[config.mk]
export PLATFORM = sky130hd
export DESIGN_NAME = stream_demux
export DESIGN_NICKNAME = d
export VERILOG_FILES = /design/src/rtl/stream_demux.sv
export SDC_FILE = /design/constraint.sdc
export NUM_CORES = 1
export LEC_CHECK = 0
export CORE_UTILIZATION = 35
export DETAILED_ROUTE_END_ITERATION = 16
export GPL_TIMING_DRIVEN = 0
export HOLD_SLACK_MARGIN = 0.06
export PLACE_DENSITY = 0.78
export SYNTH_ARGS = -nofsm -noshare
export SYNTH_HDL_FRONTEND = slang
export SYNTH_SLANG_ARGS = --single-unit
[constraint.sdc]
create_clock -name clk -period 1.46 [get_ports clk]
set_input_delay 0.292 -clock clk [delete_from_list [all_inputs] [get_ports clk]]
set_output_delay 0.292 -clock clk [all_outputs]
set_load 0.1 [all_outputs]
[src/rtl/stream_demux.sv]
`default_nettype none
// +--------------------------------------------------------------------------+
// | stream_demux: one-entry ready/valid demultiplexer routing words to one   |
// | of two outputs. Optional macro STREAM_DEMUX_COUNT_EN adds transfer counts.|
// | Revision: 1.0                                                            |
// +--------------------------------------------------------------------------+
module stream_demux #(
  parameter int n = 8
) (
  input  logic         clk,
  input  logic         rst,
  input  logic [n-1:0] in_data,
  input  logic         in_sel,
  input  logic         in_valid,
  output logic         in_ready,
  output logic [n-1:0] out0_data,
  output logic         out0_valid,
  input  logic         out0_ready,
  output logic [n-1:0] out1_data,
  output logic         out1_valid,
  input  logic         out1_ready
`ifdef STREAM_DEMUX_COUNT_EN
  ,
  output logic [15:0]  out0_count,
  output logic [15:0]  out1_count
`endif
);

  typedef enum logic [1:0] {
    EMPTY = 2'd0,
    FULL0 = 2'd1,
    FULL1 = 2'd2
  } state_t;

  state_t       state_q, state_d;
  logic [n-1:0] data_q, data_d;
  logic         w_out0_fire, w_out1_fire, w_in_fire;

  always_comb begin
    w_out0_fire = (state_q == FULL0) && out0_ready;
    w_out1_fire = (state_q == FULL1) && out1_ready;
    // Refill in the same cycle the held word drains keeps full throughput.
    in_ready    = (state_q == EMPTY) || w_out0_fire || w_out1_fire;
    w_in_fire   = in_valid && in_ready;
    state_d     = state_q;
    data_d      = data_q;
    if (w_in_fire) begin
      data_d  = in_data;
      state_d = in_sel ? FULL1 : FULL0;
    end else if (w_out0_fire || w_out1_fire) begin
      state_d = EMPTY;
    end
  end

  always_ff @(posedge clk or posedge rst) begin
    if (rst) begin
      state_q <= EMPTY;
      data_q  <= '0;
    end else begin
      state_q <= state_d;
      data_q  <= data_d;
    end
  end

  assign out0_valid = (state_q == FULL0);
  assign out1_valid = (state_q == FULL1);
  assign out0_data  = data_q;
  assign out1_data  = data_q;

`ifdef STREAM_DEMUX_COUNT_EN
  logic [15:0] out0_count_q, out0_count_d;
  logic [15:0] out1_count_q, out1_count_d;

  always_comb begin
    out0_count_d = out0_count_q + {15'd0, w_out0_fire};
    out1_count_d = out1_count_q + {15'd0, w_out1_fire};
  end

  always_ff @(posedge clk or posedge rst) begin
    if (rst) begin
      out0_count_q <= '0;
      out1_count_q <= '0;
    end else begin
      out0_count_q <= out0_count_d;
      out1_count_q <= out1_count_d;
    end
  end

  assign out0_count = out0_count_q;
  assign out1_count = out1_count_q;
`endif

endmodule
`default_nettype wire

==> metrics.md, run 1 <==
| Metric | Value |
|---|---|
| Antenna diodes | 0 |
| Initial Util | 39.29% |
| Total CTS buffers | 3 |
| Yosys cell types | 13 |
| Worst setup SP type | flop |
| Drt wl/cell | roughly 12 µm |
| Routed wire length | 1.089 mm |
| Pin count of the biggest net entering global routing | 11 |
| Endpoints failing hold | 0 |
| Number of synthesized register bits | 10 |
| Tcrit/Tclk final | 102.1% |
| Critical path required time | between 1 and 1.5 ns |
| Initial antenna violation count | 0 |
| DR vias | 426 |
| Area after DPL | between 900 and 1000 µm² |
| Critical path fanouts, max | 5 |
| Setup-failing EPs final | 1 |
| Failing checks | negative setup slack |
| Area Growth Syn to Fin | 71.56% |
| Setup Crit Path Kind | flop to primary output |
| Tmin final | 1.491 ns |
| Yosys Warn Count | 0 |
| Worst EP arrival | approximately 1.2 ns |
| DIE AREA | around 1700 µm² |
| Detail-routed via count per cell | ~4.5 |
| Htree depth | 1 |
| RSZ-0062 raised after global routing | yes |
| Max Clk Rate | 670.6 MHz |
| Vias in the first global route | 374 |
| Port bufs | 32 |
| Seq/Total Area, Yosys | 46.62% |
| Pre-Repair DR Iteration Count | 2 |
| Fraction of final layout cells sized beyond drive strength 1 | between 70% and 80% |
| Final setup margin | -0.03110 ns |
| Synth Instances | 39 |
| Clk sinks | 10 |
| Status | finished with violations |
| Clock Root Buffer | clkbuf_4 |
| Die W | 41.16 µm |
| GP Congestion | approximately 0.64 |
| Avg Inst Size Synth | roughly 14 µm² |
| Slew headroom | 67.41% |
| GR Overflow Total | 0 |
| Final HPWL DP | 821 µm |
| Fin nets | between 90 and 100 |
| Post-Layout Cell Count | 94 |
| HP Class | input pin to async pin |
| Worst skew pair latency | 0.26 ns |
| Syn nets | 53 |
| First-pass GRT wire length | 1.649 mm |
| CTS Buffer Depth | 2 |
| Crit path capture type | primary output |
| # placed instances | 86 |
| Post-route cell area | 920.9 µm² |
| First DRT Iteration DRCs | 1 |
| Setup Skew | about 0.0068 ns |
| Drc violations | 0 |
| Max_cap viols | 0 |
| Die outline height | between 40 and 50 µm |
| ANT nets after route | 0 |
| Worst Tran Pin Value | a little under 0.5 ns |
| Cell area after synthesis | 536.8 µm² |
| Slew Viols, Final | 0 |
| CTS tree | yes |
| Hold_ws | a little over 0.3 ns |
| Core box area | 1366 µm² |
| Boundary Pins | 33 |
| Num rows | 13 |
| Clk pin slew, worst setup/hold paths | roughly 0.070 ns |
| Tot GR Track Use | 16.33% |
## worst paths after layout
path                               from            to  slack, ns  depth (start not counted)
hold reg to reg            out0_data[2]  out0_data[2]       0.53                          1
hold / removal                      rst  out0_data[3]       0.30                          2
setup reg to reg             state_q[0]  out0_data[1]       0.02                          5
min in group clk           out0_data[2]  out0_data[2]       0.53                          1
max in group asynchronous           rst  out0_data[5]       0.86                          2
setup / recovery             state_q[0]      in_ready      -0.03                          3
## cells in the mapped netlist
cell type,number,area share (%)
o22ai_4,1,3.7
or2b_1,1,1.4
mux2_4,8,22
and2b_4,1,1.9
a21oi_1,1,0.93
dfrtp_1,10,47
nand2b_1,1,1.2
and2b_2,1,1.6
nand2b_4,1,2.6
a22o_1,2,3.3
inv_1,3,2.1
nor2b_1,1,1.2
buf_4,8,11
## logic make-up after synthesis
logic type / share of synthesized area, %
flops: 46.62
simple gates: 9.792
compound gates: 7.925
buf+inv: 13.29
mux: 22.38
## cells in the final DEF, fill, tap and decap left out
cell type        instances
nand2b_1                 1
clkbuf_4                11
buf_6                    1
dfrtp_2                  9
nor2b_4                  1
buf_4                   12
buf_2                    8
o22ai_4                  1
clkdlybuf4s50_1         11
a21oi_4                  1
and2b_4                  1
and2b_2                  1
mux2_4                   8
or2b_1                   1
clkbuf_1                 1
dlygate4sd2_1            2
dfrtp_1                  1
a22o_1                   2
nand2b_4                 1
inv_1                    3
buf_12                   2
## area by class of cell
type / instances / area, µm²
fillers: 121 / 445.4
repair buffers: 36 / 309.0
flip-flops and latches: 10 / 261.5
multi-input cells: 18 / 234.0
plain buffers: 8 / 60.06
clock buffers: 4 / 26.28
well taps: 15 / 18.77
inverters: 3 / 11.26
## through the flow
| step | utilization [%] | TNS (ns) | setup slack [ns] |
|---|---|---|---|
| 2_1_floorplan | - | 0 | 0.03618 |
| 3_3_place_gp | 66.21 | -10.87 | -1.024 |
| 3_5_place_dp | 66.21 | -11.10 | -1.020 |
| 4_1_cts | 64.84 | -0.04862 | -0.04862 |
| 5_1_grt | 67.40 | -0.2048 | -0.08314 |
| 6_report | 67.40 | -0.03110 | -0.03110 |
## critical path, stage by stage, from the launching register on
cell and delay, ns:
dfrtp_1 0.42, nand2b_4 0.19, a21oi_4 0.15, buf_12 0.19
## state kept, by name, indices dropped and copies added, names as in the netlist
signal,cells
out0_data,8
state_q,2
## per-layer routing
layer	track usage [%]	share of wire [%]
met1	18.67	43
met2	23.05	43
met3	8.152	12
met4	12.10	1.8
met5	0	0
## what timing repair did
| item | 4_1_cts | 5_1_grt |
|---|---|---|
| gates cloned | 0 | 0 |
| pin swaps | 2 | 0 |
| hold buffers | 0 | 0 |
| setup endpoints to repair | 27 | 12 |
| resized for setup | 104 | 12 |
| setup buffers | 3 | 1 |
Power of run 1 is not shown: default switching activity piles up to over one toggle a cycle in this logic, so the estimate is an artifact.
==> inputs of run 2 (changes only) <==
- SKIP_CTS_REPAIR_TIMING: not set -> 1
==> run 2 against run 1 <==
- sequential share of layout area is 0.15 points lower
- critical endpoint unchanged
- count of clock-buffer cells in the layout stayed put
- first-iteration DRC count grew to 6.0 times the previous value
- the run still ends with negative setup slack left
- highest routed layer unchanged
- critical path depth is 1 higher
==> metrics.md, run 2 (synthesis gave the netlist of run 1 again) <==
| Metric | Value |
|---|---|
| DIE AREA | 1694 µm² (unchanged) |
| Worst skew pair latency | 0.26 ns (about the same) |
| Detail-routed via count per cell | 4.582 (was 4.532) |
| Setup-failing EPs final | 1 (unchanged) |
| Crit path capture type | primary output (unchanged) |
| Total CTS buffers | 3 (unchanged) |
| Port bufs | 32 (unchanged) |
| Num rows | 13 (unchanged) |
| GP Congestion | 0.6392 (unchanged) |
| Critical path fanouts, max | 3 (was 5) |
| RSZ-0062 raised after global routing | yes (unchanged) |
| Most frequent cells in the layout | clkbuf_4, clkdlybuf4s50_1, dfrtp_2 (was buf_4, clkbuf_4, clkdlybuf4s50_1) |
| CTS Buffer Depth | 2 (unchanged) |
| Die W | 41.16 µm (unchanged) |
| Antenna diodes | 0 (unchanged) |
| Failing checks | negative setup slack (unchanged) |
| Worst EP arrival | 1.22 ns (was 1.20 ns) |
| Drc violations | 0 (unchanged) |
| Routed wire length | 1.105 mm (was 1.089 mm) |
| Boundary Pins | 33 (unchanged) |
| Htree depth | 1 (unchanged) |
| First-pass GRT wire length | 1.566 mm (was 1.649 mm) |
| Worst slack at placement | -1.020 ns (unchanged) |
| Fraction of final layout cells sized beyond drive strength 1 | 72.37% (was 72.15%) |
| Die outline height | 41.16 µm (unchanged) |
| Slowest cell delay on critical path | 0.51 ns (was 0.42 ns) |
| Register area | 261.5 µm² (unchanged) |
| Tcrit/Tclk final | 103.9% (was 102.1%) |
| Tmin final | 1.517 ns (was 1.491 ns) |
| Worst setup SP type | input pin (was flop) |
| Critical path cell sequence | clkdlybuf4s50_1 > nand2b_4 > a21oi_4 > buf_12 (was nand2b_4 > a21oi_4 > buf_12) |
| CTS tree | yes (unchanged) |
| Status | finished with violations (unchanged) |
| Clock Root Buffer | clkbuf_4 (unchanged) |
| DR vias | 417 (was 426) |
| Vias in the first global route | 361 (was 374) |
| Filler cells | 117 (was 121) |
| Fin nets | 91 (was 94) |
| Max FFs per register | 8 (unchanged) |
| Endpoints failing hold | 0 (unchanged) |
| First DRT Iteration DRCs | 6 (was 1) |
| CP bufs+invs | 2 (was 1) |
| ANT nets after route | 0 (unchanged) |
| Met2 usage | 22.27% (was 23.05%) |
| Final HPWL DP | 821 µm (unchanged) |
| Initial antenna violation count | 0 (unchanged) |
| GR peak layer | met2 (unchanged) |
| Initial Util | 39.29% (unchanged) |
| Util after Layout | 67.77% (was 67.40%) |
| Slew headroom | 63.55% (was 67.41%) |
| Worst Tran Pin Value | 0.5490 ns (was 0.4922 ns) |
| Max Clk Rate | 659.3 MHz (was 670.6 MHz) |
| Area Growth Syn to Fin | 72.49% (was 71.56%) |
| Core box area | 1366 µm² (unchanged) |
| Slew Viols, Final | 0 (unchanged) |
| GR Overflow Total | 0 (unchanged) |
| Clk pin slew, worst setup/hold paths | 0.07 ns (about the same) |
| Critical path required time | 1.17 ns (about the same) |
| Final setup margin | -0.05684 ns (was -0.03110 ns) |
| CP max-delay cell | clkdlybuf4s50_1 (was dfrtp_1) |
| Delay-heaviest family, CP | buffers and inverters (was flip-flops) |
| Setup Crit Path Kind | input pin to primary output (was flop to primary output) |
| Clk sinks | 10 (unchanged) |
| Met3 Use GR | 8.152% (unchanged) |
| Pin count of the biggest net entering global routing | 11 (unchanged) |
| Setup Skew | 0.005180 ns (was 0.006770 ns) |
| HP Class | input pin to async pin (unchanged) |
| Pre-Repair DR Iteration Count | 4 (was 2) |
| Multi-input gate area | 241.5 µm² (was 234.0 µm²) |
| Max_cap viols | 0 (unchanged) |
| Drt wl/cell | 12.14 µm (was 11.59 µm) |
| Tot GR Track Use | 15.65% (was 16.33%) |
| Met1 Resource Use GR | 17.33% (was 18.67%) |
## run 2: cell count changes in the layout (fill, tap and decap cells not counted)
cell | before | now
buf_12 | 2 | 3
buf_2 | 8 | 0
buf_4 | 12 | 8
clkbuf_2 | 0 | 8
dlygate4sd2_1 | 2 | 0
dlymetal6s2s_1 | 0 | 2
nand2b_1 | 1 | 0
nand2b_4 | 1 | 2
## run 2: final timing paths
kind                               from  depth (start not counted)  slack (ns)      endpoint
max reg2reg                  state_q[1]                          4        0.06  out0_data[5]
min                                 rst                          2        0.30  out0_data[3]
min in group clk             out0_ready                          3        0.44    state_q[0]
min reg2reg                out0_data[2]                          1        0.53  out0_data[2]
max in group asynchronous           rst                          2        0.86  out0_data[5]
max                          out1_ready                          4       -0.06      in_ready
## run 2: area by class of cell
cell class | instances | area share, %
sequential | 10 | 28.24
clock buffer | 4 | 2.838
inverter | 3 | 1.216
timing repair buffer | 33 | 33.11
tap | 15 | 2.027
multi-input combinational | 18 | 26.08
buffer | 8 | 6.486
## run 2: worst reg2reg max path, cell delays in order (launching register included)
cell      delay (ns)
dfrtp_2         0.47
nand2b_4        0.17
o22ai_4         0.17
buf_12          0.17
mux2_4          0.30
## run 2: metrics by stage
step           hold WS [ns]  instances  instance area, µm²  TNS (ns)
3_3_place_gp         0.5143         86               904.6    -10.87
3_5_place_dp         0.5178         86               904.6    -11.10
6_report             0.3046         91               925.9  -0.05684
2_1_floorplan        0.1316         39               565.5         0
4_1_cts              0.3110         90               930.9    -13.78
5_1_grt              0.3481         91               925.9  -0.09762
## run 2: per-layer routing
layer	share of wire, %	vias to the layer above
li1	-	196
met1	43	196
met2	43	23
met3	12	2
met4	1.8	0
met5	0	-
Power of run 2 is left out for the same reason.
==> inputs of run 3 (changes only) <==
- CORE_MARGIN: not set -> 1.5
- PLACE_DENSITY: 0.78 -> 0.77
==> run 3 against run 2 <==
- the run still ends with negative setup slack left
- core utilization is 1.8 points lower
- worst setup slack better by 0.031 ns
- sequential cell count stayed put
- clock skew is 0.0044 ns higher
==> metrics.md, run 3 (synthesis gave the netlist of run 1 again) <==
| Metric | Value |
|---|---|
| HP Class | input pin to async pin (unchanged) |
| CTS tree | yes (unchanged) |
| Critical path fanouts, max | 5 (was 3) |
| Tmin final | 1.486 ns (was 1.517 ns) |
| DIE AREA | 1777 µm² (was 1694 µm²) |
| Worst slack at placement | -1.025 ns (was -1.020 ns) |
| ANT nets after route | 0 (unchanged) |
| Worst EP arrival | 1.19 ns (was 1.22 ns) |
| Max_cap viols | 0 (unchanged) |
| Die W | 42.16 µm (was 41.16 µm) |
| Routed wire length | 1.161 mm (was 1.105 mm) |
| Initial Util | 39.29% (unchanged) |
| Fin nets | 91 (unchanged) |
| Num rows | 13 (unchanged) |
| Drt wl/cell | 12.76 µm (was 12.14 µm) |
| Setup-failing EPs final | 1 (unchanged) |
| Worst skew pair latency | 0.26 ns (about the same) |
| Util after Layout | 65.93% (was 67.77%) |
| Boundary Pins | 33 (unchanged) |
| Antenna diodes | 0 (unchanged) |
| Pre-Repair DR Iteration Count | 3 (was 4) |
| Clk pin slew, worst setup/hold paths | 0.07 ns (about the same) |
| Most common cell after layout, fill and taps aside | clkdlybuf4s50_1 |
| Drc violations | 0 (unchanged) |
| GP Congestion | 0.6666 (was 0.6392) |
| # placed instances | 86 (unchanged) |
| Max FFs per register | 8 (unchanged) |
| Tot GR Track Use | 13.95% (was 15.65%) |
| Fraction of final layout cells sized beyond drive strength 1 | 71.05% (was 72.37%) |
| Tcrit/Tclk final | 101.8% (was 103.9%) |
| RR Endpoint | out0_data[0] (was out0_data[5]) |
| Core box area | 1366 µm² (unchanged) |
| Port bufs | 32 (unchanged) |
| Critical R2R Launch | state_q[1] (unchanged) |
| Final HPWL DP | 853.4 µm (was 821 µm) |
| Status | finished with violations (unchanged) |
| Setup Crit Path Kind | flop to primary output (was input pin to primary output) |
| Slew Viols, Final | 0 (unchanged) |
| Pin count of the biggest net entering global routing | 11 (unchanged) |
| Vias in the first global route | 384 (was 361) |
| Final setup margin | -0.02574 ns (was -0.05684 ns) |
| Setup TNS | -0.02574 ns (was -0.05684 ns) |
| Initial antenna violation count | 0 (unchanged) |
| Filler cells | 117 (unchanged) |
| Endpoints failing hold | 0 (unchanged) |
| Setup Skew | 0.009610 ns (was 0.005180 ns) |
| Max Clk Rate | 673.1 MHz (was 659.3 MHz) |
| Detail-routed via count per cell | 4.429 (was 4.582) |
| GR Overflow Total | 0 (unchanged) |
| Reg-to-reg setup timing slack | 0.05 ns (was 0.06 ns) |
| Failing checks | negative setup slack (unchanged) |
| Worst R2R Path Depth | 4 (unchanged) |
| Most frequent cells in the layout | clkdlybuf4s50_1, buf_4, clkbuf_4, dfrtp_2 (was clkbuf_4, clkdlybuf4s50_1, dfrtp_2) |
| Worst setup SP type | flop (was input pin) |
| Worst Tran Pin Value | 0.5516 ns (was 0.5490 ns) |
| Crit path capture type | primary output (unchanged) |
| First DRT Iteration DRCs | 1 (was 6) |
| DR vias | 403 (was 417) |
| Clock Root Buffer | clkbuf_4 (unchanged) |
| RSZ-0062 raised after global routing | yes (unchanged) |
| Slew headroom | 63.38% (was 63.55%) |
| Htree depth | 1 (unchanged) |
| Critical path required time | 1.17 ns (about the same) |
| CTS Buffer Depth | 2 (unchanged) |
| Clk sinks | 10 (unchanged) |
| Total CTS buffers | 3 (unchanged) |
| Die outline height | 42.16 µm (was 41.16 µm) |
| Area Growth Syn to Fin | 67.83% (was 72.49%) |
| First-pass GRT wire length | 1.876 mm (was 1.566 mm) |
| Post-Layout Cell Count | 91 (unchanged) |
[run 3: cell count changes in the layout (fill, tap and decap cells not counted), sizes merged]
cell    before  now
buf         12   14
clkbuf      20   18
[run 3: worst max-delay path, cell delays in order (launching register included)]
cell and delay (ns):
dfrtp_1 0.42, and2b_4 0.21, a21oi_4 0.13, buf_12 0.19
[run 3: metal layers]
layer / share of wire, % / up-vias / global-route usage [%]
met4: 1.1 / 0 / 5.625
met1: 42 / 187 / 17.79
met5: 0 / - / 0
met3: 8.1 / 2 / 3.879
met2: 49 / 19 / 22.15
li1: - / 195 / -
[run 3: worst max path at each step]
stage | slack (ns) | start | end | cells after the start
6_report | -0.03 | state_q[0] | in_ready | 3
4_1_cts | -1.03 | out0_ready | in_ready | 4
3_5_place_dp | -1.02 | out0_ready | in_ready | 4
3_3_place_gp | -1.02 | out0_ready | in_ready | 4
2_1_floorplan | 0.04 | state_q[0] | in_ready | 2
5_1_grt | -0.08 | state_q[0] | in_ready | 3
[run 3: final cells by class]
| cell class | count | area, µm² | share of cell area [%] |
|---|---|---|---|
| timing repair buffer | 33 | 289.0 | 32.08 |
| sequential | 10 | 261.5 | 29.03 |
| multi-input combinational | 18 | 234.0 | 25.97 |
| buffer | 8 | 60.06 | 6.667 |
| clock buffer | 4 | 26.28 | 2.917 |
| tap | 15 | 18.77 | 2.083 |
| inverter | 3 | 11.26 | 1.250 |
[run 3: per-stage QoR]
step | instance area [µm²] | hold slack [ns]
floorplan | 565.5 | 0.1316
global placement | 904.6 | 0.5148
detailed placement | 904.6 | 0.5153
global route | 900.9 | 0.3236
finish | 900.9 | 0.3036
CTS | 930.9 | 0.3161
Power of run 3 is left out for the same reason.
